### config.mk
export PLATFORM = sky130hd
export DESIGN_NAME = sseg_scan_controller
export DESIGN_NICKNAME = d
export VERILOG_FILES = /design/src/rtl/sseg_scan_controller.sv
export SDC_FILE = /design/constraint.sdc
export NUM_CORES = 1
export LEC_CHECK = 0
export ABC_AREA = 1
export CAP_MARGIN = 10
export CORE_MARGIN = 8
export CORE_UTILIZATION = 55
export DETAILED_ROUTE_END_ITERATION = 8
export GPL_ROUTABILITY_DRIVEN = 0
export HOLD_SLACK_MARGIN = 0.02
export PLACE_DENSITY = 0.8
export SETUP_SLACK_MARGIN = 0.4
export SLEW_MARGIN = 20
export SYNTH_ARGS = -nofsm -noshare
export SYNTH_HDL_FRONTEND = slang
export SYNTH_SLANG_ARGS = --single-unit
### constraint.sdc
create_clock -name clk_i -period 1.8 [get_ports clk_i]
set_input_delay 0.27 -clock clk_i [delete_from_list [all_inputs] [get_ports clk_i]]
set_output_delay 0.27 -clock clk_i [all_outputs]
set_load 0.005 [all_outputs]
### src/rtl/sseg_scan_controller.sv
// sseg_scan_controller: time-multiplexed 7-segment scan driver with frame-synchronous
// shadow loading, per-digit enable/decimal point/blink and PWM brightness.
module sseg_scan_controller #(
    parameter int NUM_DIGITS   = 4,
    parameter int PRESCALE     = 65536,
    parameter int BRIGHT_W     = 4,
    parameter int BLINK_FRAMES = 64
) (
    input  logic                    clk_i,
    input  logic                    rst_ni,
    input  logic [7*NUM_DIGITS-1:0] seg_i,
    input  logic [NUM_DIGITS-1:0]   dp_i,
    input  logic [NUM_DIGITS-1:0]   en_i,
    input  logic [NUM_DIGITS-1:0]   blink_i,
    input  logic [BRIGHT_W-1:0]     bright_i,
    input  logic                    load_i,
    output logic                    pending_o,
    output logic                    frame_o,
    output logic [NUM_DIGITS-1:0]   an_o,
    output logic [6:0]              sseg_o,
    output logic                    dp_o
);
    localparam int PW  = (PRESCALE > 1) ? $clog2(PRESCALE) : 1;
    localparam int IW  = $clog2(NUM_DIGITS);
    localparam int FW  = (BLINK_FRAMES > 1) ? $clog2(BLINK_FRAMES) : 1;
    localparam int SUB = PRESCALE >> BRIGHT_W;

    logic [PW-1:0]                 r_pcnt;
    logic [IW-1:0]                 r_idx;
    logic [FW-1:0]                 r_fcnt;
    logic                          r_blink_ph;
    logic                          r_pending;
    logic [NUM_DIGITS-1:0][6:0]    r_pnd_seg;
    logic [NUM_DIGITS-1:0]         r_pnd_dp;
    logic [NUM_DIGITS-1:0]         r_pnd_en;
    logic [NUM_DIGITS-1:0]         r_pnd_blink;
    logic [BRIGHT_W-1:0]           r_pnd_bright;
    logic [NUM_DIGITS-1:0][6:0]    r_act_seg;
    logic [NUM_DIGITS-1:0]         r_act_dp;
    logic [NUM_DIGITS-1:0]         r_act_en;
    logic [NUM_DIGITS-1:0]         r_act_blink;
    logic [BRIGHT_W-1:0]           r_act_bright;
    logic                          r_frame;
    logic [NUM_DIGITS-1:0]         r_an;
    logic [6:0]                    r_sseg;
    logic                          r_dp;

    logic                          w_slot_wrap;
    logic                          w_frame_wrap;
    logic                          w_blink_wrap;
    logic [PW-1:0]                 w_phase;
    logic                          w_pwm_on;
    logic                          w_vis;

    assign w_slot_wrap  = r_pcnt == PW'(PRESCALE - 1);
    assign w_frame_wrap = w_slot_wrap && (r_idx == IW'(NUM_DIGITS - 1));
    assign w_blink_wrap = r_fcnt == FW'(BLINK_FRAMES - 1);
    assign w_phase      = r_pcnt / PW'(SUB);
    assign w_pwm_on     = (&r_act_bright) || (w_phase < PW'(r_act_bright));
    assign w_vis        = r_act_en[r_idx] && w_pwm_on && !(r_act_blink[r_idx] && r_blink_ph);

    always_ff @(posedge clk_i or negedge rst_ni) begin
        if (!rst_ni) begin
            r_pcnt <= '0;
            r_idx  <= '0;
        end else begin
            r_pcnt <= w_slot_wrap ? '0 : r_pcnt + 1'b1;
            if (w_slot_wrap)
                r_idx <= w_frame_wrap ? '0 : r_idx + 1'b1;
        end
    end

    always_ff @(posedge clk_i or negedge rst_ni) begin
        if (!rst_ni) begin
            r_fcnt     <= '0;
            r_blink_ph <= 1'b0;
        end else if (w_frame_wrap) begin
            r_fcnt <= w_blink_wrap ? '0 : r_fcnt + 1'b1;
            if (w_blink_wrap)
                r_blink_ph <= ~r_blink_ph;
        end
    end

    // A load coinciding with a boundary stays pending: the old set is promoted first.
    always_ff @(posedge clk_i or negedge rst_ni) begin
        if (!rst_ni) begin
            r_pending    <= 1'b0;
            r_pnd_seg    <= '0;
            r_pnd_dp     <= '0;
            r_pnd_en     <= '0;
            r_pnd_blink  <= '0;
            r_pnd_bright <= '0;
        end else begin
            r_pending <= load_i || (r_pending && !w_frame_wrap);
            if (load_i) begin
                r_pnd_seg    <= seg_i;
                r_pnd_dp     <= dp_i;
                r_pnd_en     <= en_i;
                r_pnd_blink  <= blink_i;
                r_pnd_bright <= bright_i;
            end
        end
    end

    always_ff @(posedge clk_i or negedge rst_ni) begin
        if (!rst_ni) begin
            r_act_seg    <= '0;
            r_act_dp     <= '0;
            r_act_en     <= '0;
            r_act_blink  <= '0;
            r_act_bright <= '0;
        end else if (w_frame_wrap && r_pending) begin
            r_act_seg    <= r_pnd_seg;
            r_act_dp     <= r_pnd_dp;
            r_act_en     <= r_pnd_en;
            r_act_blink  <= r_pnd_blink;
            r_act_bright <= r_pnd_bright;
        end
    end

    always_ff @(posedge clk_i or negedge rst_ni) begin
        if (!rst_ni) begin
            r_frame <= 1'b0;
            r_an    <= '1;
            r_sseg  <= 7'h7F;
            r_dp    <= 1'b1;
        end else begin
            r_frame <= w_frame_wrap;
            r_an    <= w_vis ? ~(NUM_DIGITS'(1) << r_idx) : '1;
            r_sseg  <= w_vis ? r_act_seg[r_idx] : 7'h7F;
            r_dp    <= w_vis ? ~r_act_dp[r_idx] : 1'b1;
        end
    end

    assign pending_o = r_pending;
    assign frame_o   = r_frame;
    assign an_o      = r_an;
    assign sseg_o    = r_sseg;
    assign dp_o      = r_dp;
endmodule
==> results of run 1 <==
flip-flops by register name, summed over array words and instances, names as in the netlist, 2 cells and up:
register      count
r_pnd_blink       4
sseg_o            7
r_pnd_seg        28
r_act_en          4
r_pnd_bright      4
r_act_dp          4
r_pcnt           16
r_fcnt            6
r_pnd_en          4
an_o              4
r_idx             2
r_act_bright      4
r_act_blink       4
r_pnd_dp          4
r_act_seg        28
cells in the final DEF (no fill, tap or decap), types with 12 or more instances in the layout:
cell and instances:
nor2_1 35, nand3_1 13, inv_1 33, mux2_2 44, dfrtp_1 112, buf_6 14, clkbuf_16 19, nand2_1 123
nand2_2 25, o21ai_0 19, clkdlybuf4s50_1 44, dfstp_2 12, nand4_1 49, buf_4 24
final cells by class:
cell class	count	area (um2)
clock buffer	18	428
clock inverter	14	214
fill	555	2380
inverter	36	135
multi-input combinational	382	2490
sequential	127	3200
tap	136	170
timing repair buffer	105	1180
stage by stage:
step	TNS, ns	instances	hold slack [ns]
floorplan	0	579	-0.0256
global placement	0	760	0.255
detailed placement	0	760	0.258
CTS	0	805	0.251
global route	-0.000977	818	0.263
finish	0	818	0.240
kinds of logic (layout without fill, tap and decap cells):
logic type	after synthesis	count (layout)
xor gates and xnor gates	10	10
muxes	44	44
and+or+nand+nor	279	280
DFF	127	127
buffers and inverters	71	173
AOI/OAI and AO/OA	39	39
adders and majority gates	9	9
worst max path at each step:
stage	start	endpoint	slack, ns
after floorplan	r_pcnt[0]$_DFF_PN0_	r_act_bright[2]$_DFFE_PN0P_	0.34
after global placement	r_pcnt[0]$_DFF_PN0_	r_act_seg[27]$_DFFE_PN0P_	0.22
after global routing	r_pcnt[0]$_DFF_PN0_	r_act_bright[2]$_DFFE_PN0P_	-0.001
after detailed placement	r_pcnt[0]$_DFF_PN0_	r_act_blink[3]$_DFFE_PN0P_	0.11
final	r_pcnt[13]$_DFF_PN0_	r_act_bright[3]$_DFFE_PN0P_	0.08
after CTS	r_pcnt[0]$_DFF_PN0_	r_act_blink[3]$_DFFE_PN0P_	0.19
worst register-to-register path: cells and delay by family, from the launching register on:
family / cells / cell delay, ns
simple gates: 7 / 0.84
buf+inv: 2 / 0.35
flops: 1 / 0.42
layer usage:
metal | GRT usage, % | wire, um | vias to the layer above | part of all wire, %
li1 | - | - | 2112 | -
met1 | 24.9 | 6430 | 2457 | 38
met2 | 35.5 | 8410 | 310 | 50
met3 | 5.13 | 1160 | 59 | 6.9
met4 | 10.5 | 746 | 0 | 4.5
met5 | 0 | 0 | - | 0
power groups by stage:
stage	combinational (uW)	sequential, uW	clock (uW)
floorplan	119	3040	0
global placement	290	3060	0
detailed placement	304	3070	0
CTS	308	3020	3690
global route	333	3030	3850
finish	306	3020	3700
what timing repair did:
item                                   in CTS  in global routing
gates resized for setup                    79                 91
pin swaps                                   4                 23
setup endpoints to repair                  87                 87
endpoints found under the hold margin      24                  0
hold buffers                                1                  0
gates cloned                                3                  4
buffers inserted                            9                  9
==> reports/summary.txt, run 1 <==
Logic pwr share - 4.4%
CTS H-tree depth - 4
clk slew on worst S/H paths - 0.06 ns
CP Capture Type - register
Layout area overhead - 37.8%
most frequent cells after synthesis - 155 x nand2_1, 115 x dfrtp_1, 49 x nand4_1
ant diodes - 0
share of cells above drive strength 1 - 31.7%
Pleak - 0.00354 uW
EDFF count, synth - 0
Starting DRT DRC Count - 531
IO Pins - 61
Hold Crit Class - in -> async
Die W - 117 um
crit path buf inv count - 2
Worst Setup Slack post-DPL - 0.111 ns
post-synthesis simple-gate area fraction - 21.9%
R2R Setup Slk - 0.08 ns
biggest cell delay along the critical path - 0.42 ns
part of the power in registers - 43.0%
Final Instance Area - 0.00781 mm2
post-route ant nets - 0
global route total overflow - 0
post-synthesis mux area share - 8.75%
Final Power - 7020 uW
Hold Violations, Final - 0
Tmin final - 1.72 ns
row count - 37
Root Driver - clkbuf_8
final core area utilization - 76.7%
first-pass GRT wire length - 23.7 mm
Crit path max-delay family - simple AND/OR/NAND/NOR gates
largest cells by area after synthesis - dfrtp_1 51%, nand2_1 10%, mux2_2 8.7%
mean post-synth cell area - 9.78 um2
vias - 4,938
Post-Synth Adder-Cell Area - 1.99%
Port Buffers - 60
worst r2r src - r_pcnt[13]$_DFF_PN0_
pwr/cell area - 900 mW/mm2
Max Cap Viol - 0
Setup crit start kind - register
Top FF cell, synth - dfrtp_1
dpl hpwl - 8.27 mm
stages on the worst setup path - 9
Critical Path Fanout Max - 13
max_slew headroom - 58.5%
Layout Skew - 0.00923 ns
post-DR vias/cell - 6.04
R2R depth - 9
Final Setup Violations - 0
final worst slack - 0.0775 ns
Die Y - 117 um
WS Path Type - reg -> reg
Synth Area in XOR/XNOR - 1.55%
Seq/Total Area, Yosys - 56.4%
antenna violations before repair - 0
Max clock buf depth - 2
CTS sink count - 127
max-slew violation count - 0
largest net degree at the start of global routing - 46
RSZ-0062 raised after global routing - yes
Synth Warn # - 0
clk_lat worst skew - 0.53 ns
Int Pwr - 5570 uW
cell accounting for the most synthesized area - dfrtp_1
Worst VDD drop - 0.717 mV
die area - 0.0138 mm2
GRT Total Usage - 21.1%
most used cell, CP - nand2_1
Async SR Flop Fraction - 100%
Worst EP arrival - 2.14 ns
Post-Syn Nets - 635
Starting Density - 55.6%
crit share post-route - 95.7%
number of synthesized register bits - 127
Sw Ratio - 20.7%
status - finished, final reports clean
Worst-Margin Slew - 0.620 ns
fmax - 0.581 GHz
wirelength, routed - 16.7 mm
Synth cell types - 27
clock share of power - 52.6%
Synth top area share - 50.8%
final net count - 725
wire length per cell - 20.5 um
critical-path cell list - nand2_1 -> nor2_2 -> nand2_2 -> nor2_4 -> buf_6 -> nand3_4 -> clkbuf_16 -> nand2_1 -> nand2_1
P_sw - 1460 uW
Worst EP required - 2.21 ns
vias in the first global route - 4,829
synthesized cell area - 0.00567 mm2
CTS tree - yes
DR DRC count - 0
Synth Area in Compound Gates - 3.60%
largest family of logic cells by synthesized area - simple AND/OR/NAND/NOR gates
Core Region - 0.0102 mm2
CTS Buf Count - 17
first drt pass iteration count - 5
Post-Syn Instances - 579
Slowest cell on crit path - dfrtp_1
reg2reg end - r_act_bright[3]$_DFFE_PN0P_
area post-placement - 0.00643 mm2
count leader, synth - nand2_1
Note: power is estimated with default switching activity, not from simulation.
==> run 2: changes to the inputs <==
GPL_TIMING_DRIVEN = 0   (was default)
MAX_ROUTING_LAYER = met4   (was default)
==> reports/summary.txt, run 2 (synthesis gave the netlist of run 1 again) <==
ant diodes - 0 (unchanged)
vias - 4,845 (-1.9%)
global route total overflow - 0 (unchanged)
vias in the first global route - 4,785 (-0.91%)
fmax - 0.581 GHz (about the same)
WL met3 - 947 um (-18%)
CP Capture Type - register
crit share post-route - 95.7% (about the same)
Critical Path Fanout Max - 7 (-6)
most used cell, CP - nand2_1
R2R Setup Slk - 0.08 ns (about the same)
largest registers - r_act_seg: 28 flops, r_pnd_seg: 28 flops, r_pcnt: 16 flops
die area - 0.0138 mm2 (unchanged)
Slowest cell on crit path - dfrtp_1
max_slew headroom - 59.8% (+1.2 points)
Hold Violations, Final - 0 (unchanged)
RSZ-0062 raised after global routing - yes
Tmin final - 1.72 ns (-0.000481 ns)
status - finished, final reports clean
Max Cap Viol - 0 (unchanged)
final net count - 752 (+3.7%)
final core area utilization - 76.4% (-0.25 points)
pwr/cell area - 832 mW/mm2 (-7.5%)
CTS tree - yes
Setup crit start kind - register
Post-Route M1 WL - 6.25 mm (-2.8%)
final worst slack - 0.0780 ns (+0.000481 ns)
clk slew on worst S/H paths - 0.06 ns (about the same)
Worst Setup Slack post-DPL - 0.0807 ns (-0.0307 ns)
Final Power - 6480 uW (-7.8%)
CTS sink count - 127 (unchanged)
row count - 37 (unchanged)
share of cells above drive strength 1 - 35.5% (+3.8 points)
Worst EP required - 2.21 ns (about the same)
Worst-Margin Slew - 0.604 ns (-0.0169 ns)
Starting Density - 55.6% (unchanged)
Layout Skew - 0.00660 ns (-0.00263 ns)
filler cell count - 627 (+13%)
Worst EP arrival - 2.13 ns (about the same)
post-route ant nets - 0 (unchanged)
worst r2r src - r_pcnt[11]$_DFF_PN0_
IO Pins - 61 (unchanged)
first drt pass iteration count - 5 (unchanged)
GRT Total Usage - 21.8% (+0.66 points)
Max clock buf depth - 2 (unchanged)
metal2 WL - 7.88 mm (-6.3%)
dpl hpwl - 8.87 mm (+7.3%)
Pleak - 0.00357 uW (+0.71%)
antenna violations before repair - 0 (unchanged)
wirelength, routed - 15.6 mm (-7.1%)
top sig layer - met4
CTS Buf Count - 17 (unchanged)
Hold Crit Class - in -> async
most frequent cells in the layout - 114 x dfrtp_1, 109 x nand2_1, 49 x nand4_1
Final Setup Violations - 0 (unchanged)
Die W - 117 um (unchanged)
Starting DRT DRC Count - 418 (-21%)
largest net degree at the start of global routing - 66 (+43%)
reg2reg end - r_act_seg[0]$_DFFE_PN0P_
Die Y - 117 um (unchanged)
Port Buffers - 59 (-1.7%)
Fin Hold WS - 0.296 ns (+0.0553 ns)
post-DR vias/cell - 5.74 (-4.9%)
WS Path Type - reg -> reg
first-pass GRT wire length - 23.6 mm (-0.70%)
Core Region - 0.0102 mm2 (unchanged)
DR DRC count - 0 (unchanged)
max-slew violation count - 0 (unchanged)
R2R depth - 9 (unchanged)
Root Driver - clkbuf_8
CTS H-tree depth - 4 (unchanged)
critical-path cell list - nand2_1 -> nor2_2 -> nand2_1 -> nor2_4 -> buf_12 -> nand3_4 -> buf_6 -> nand2_2 -> nand2_1
crit path buf inv count - 2 (unchanged)
clk_lat worst skew - 0.53 ns (about the same)
Layout area overhead - 37.4%
biggest cell delay along the critical path - 0.42 ns (about the same)
most common cell after layout, fill and taps aside - dfrtp_1
Worst VDD drop - 0.697 mV (-2.8%)
wire length per cell - 18.4 um (-10%)
Crit path max-delay family - simple AND/OR/NAND/NOR gates
-- run 2: cell types whose count changed in the layout (fill, tap and decap cells not counted), moves of 6 or more --
cell,delta
nand3_2,+6
buf_2,+6
buf_12,-8
clkbuf_1,+11
nand2_2,+17
buf_6,+14
nand2_1,-14
-- run 2: worst max-delay path by stage --
stage,startpoint,cells after the start,endpoint,slack [ns]
finish,r_pcnt[11]$_DFF_PN0_,9,r_act_seg[0]$_DFFE_PN0P_,0.08
global route,r_pcnt[12]$_DFF_PN0_,9,r_act_seg[0]$_DFFE_PN0P_,-0.008
CTS,r_pcnt[0]$_DFF_PN0_,10,r_act_seg[24]$_DFFE_PN0P_,0.17
detailed placement,r_idx[1]$_DFFE_PN0N_,6,r_act_seg[0]$_DFFE_PN0P_,0.08
global placement,rst_ni,1,r_pnd_seg[17]$_DFFE_PN0P_,-4.24
floorplan,r_pcnt[0]$_DFF_PN0_,9,r_act_bright[2]$_DFFE_PN0P_,0.34
-- run 2: routing by layer --
metal	GRT usage [%]	vias to the layer above
li1	-	2156
met1	25.0	2411
met4	10.1	0
met3	6.19	46
met2	34.9	232
met5	-	-
-- run 2: worst register-to-register path: stages, from the launching register on --
cell	delay, ns
dfrtp_1	0.42
nand2_1	0.12
nor2_2	0.18
nand2_1	0.12
nor2_4	0.14
buf_12	0.14
nand3_4	0.17
buf_6	0.20
nand2_2	0.05
nand2_1	0.06
-- run 2: per-stage QoR --
stage          instance area, um2  std cells   TNS, ns
6_report                     7780        844         0
3_5_place_dp                 6470        775         0
3_3_place_gp                 6450        774   -519.84
2_1_floorplan                5690        579         0
4_1_cts                      7400        833         0
5_1_grt                      7780        844  -0.00803
-- run 2: area by class of cell --
cell class / instances / area, um2 / share of cell area, %
Multi-Input combinational cell: 382 / 2510 / 32.3
Inverter: 36 / 143 / 1.83
Clock inverter: 7 / 60.1 / 0.772
Tap cell: 136 / 170 / 2.19
Timing Repair Buffer: 97 / 948 / 12.2
Sequential cell: 127 / 3190 / 41.0
Buffer: 35 / 274 / 3.52
Clock buffer: 24 / 480 / 6.17
-- run 2: power by group --
| group | internal, uW | switching (uW) | total [uW] |
|---|---|---|---|
| logic | 182 | 116 | 298 |
| clock network | 1950 | 1210 | 3160 |
| registers | 2960 | 59.4 | 3020 |
-- run 2: timing repair --
item | in CTS | in global routing
endpoints found under the setup margin | 88 | 88
hold buffers | 1 | 0
resized for setup | 124 | 86
endpoints found under the hold margin | 64 | 0
gates cloned | 7 | 1
pin swaps | 12 | 15
buffers inserted | 19 | 10
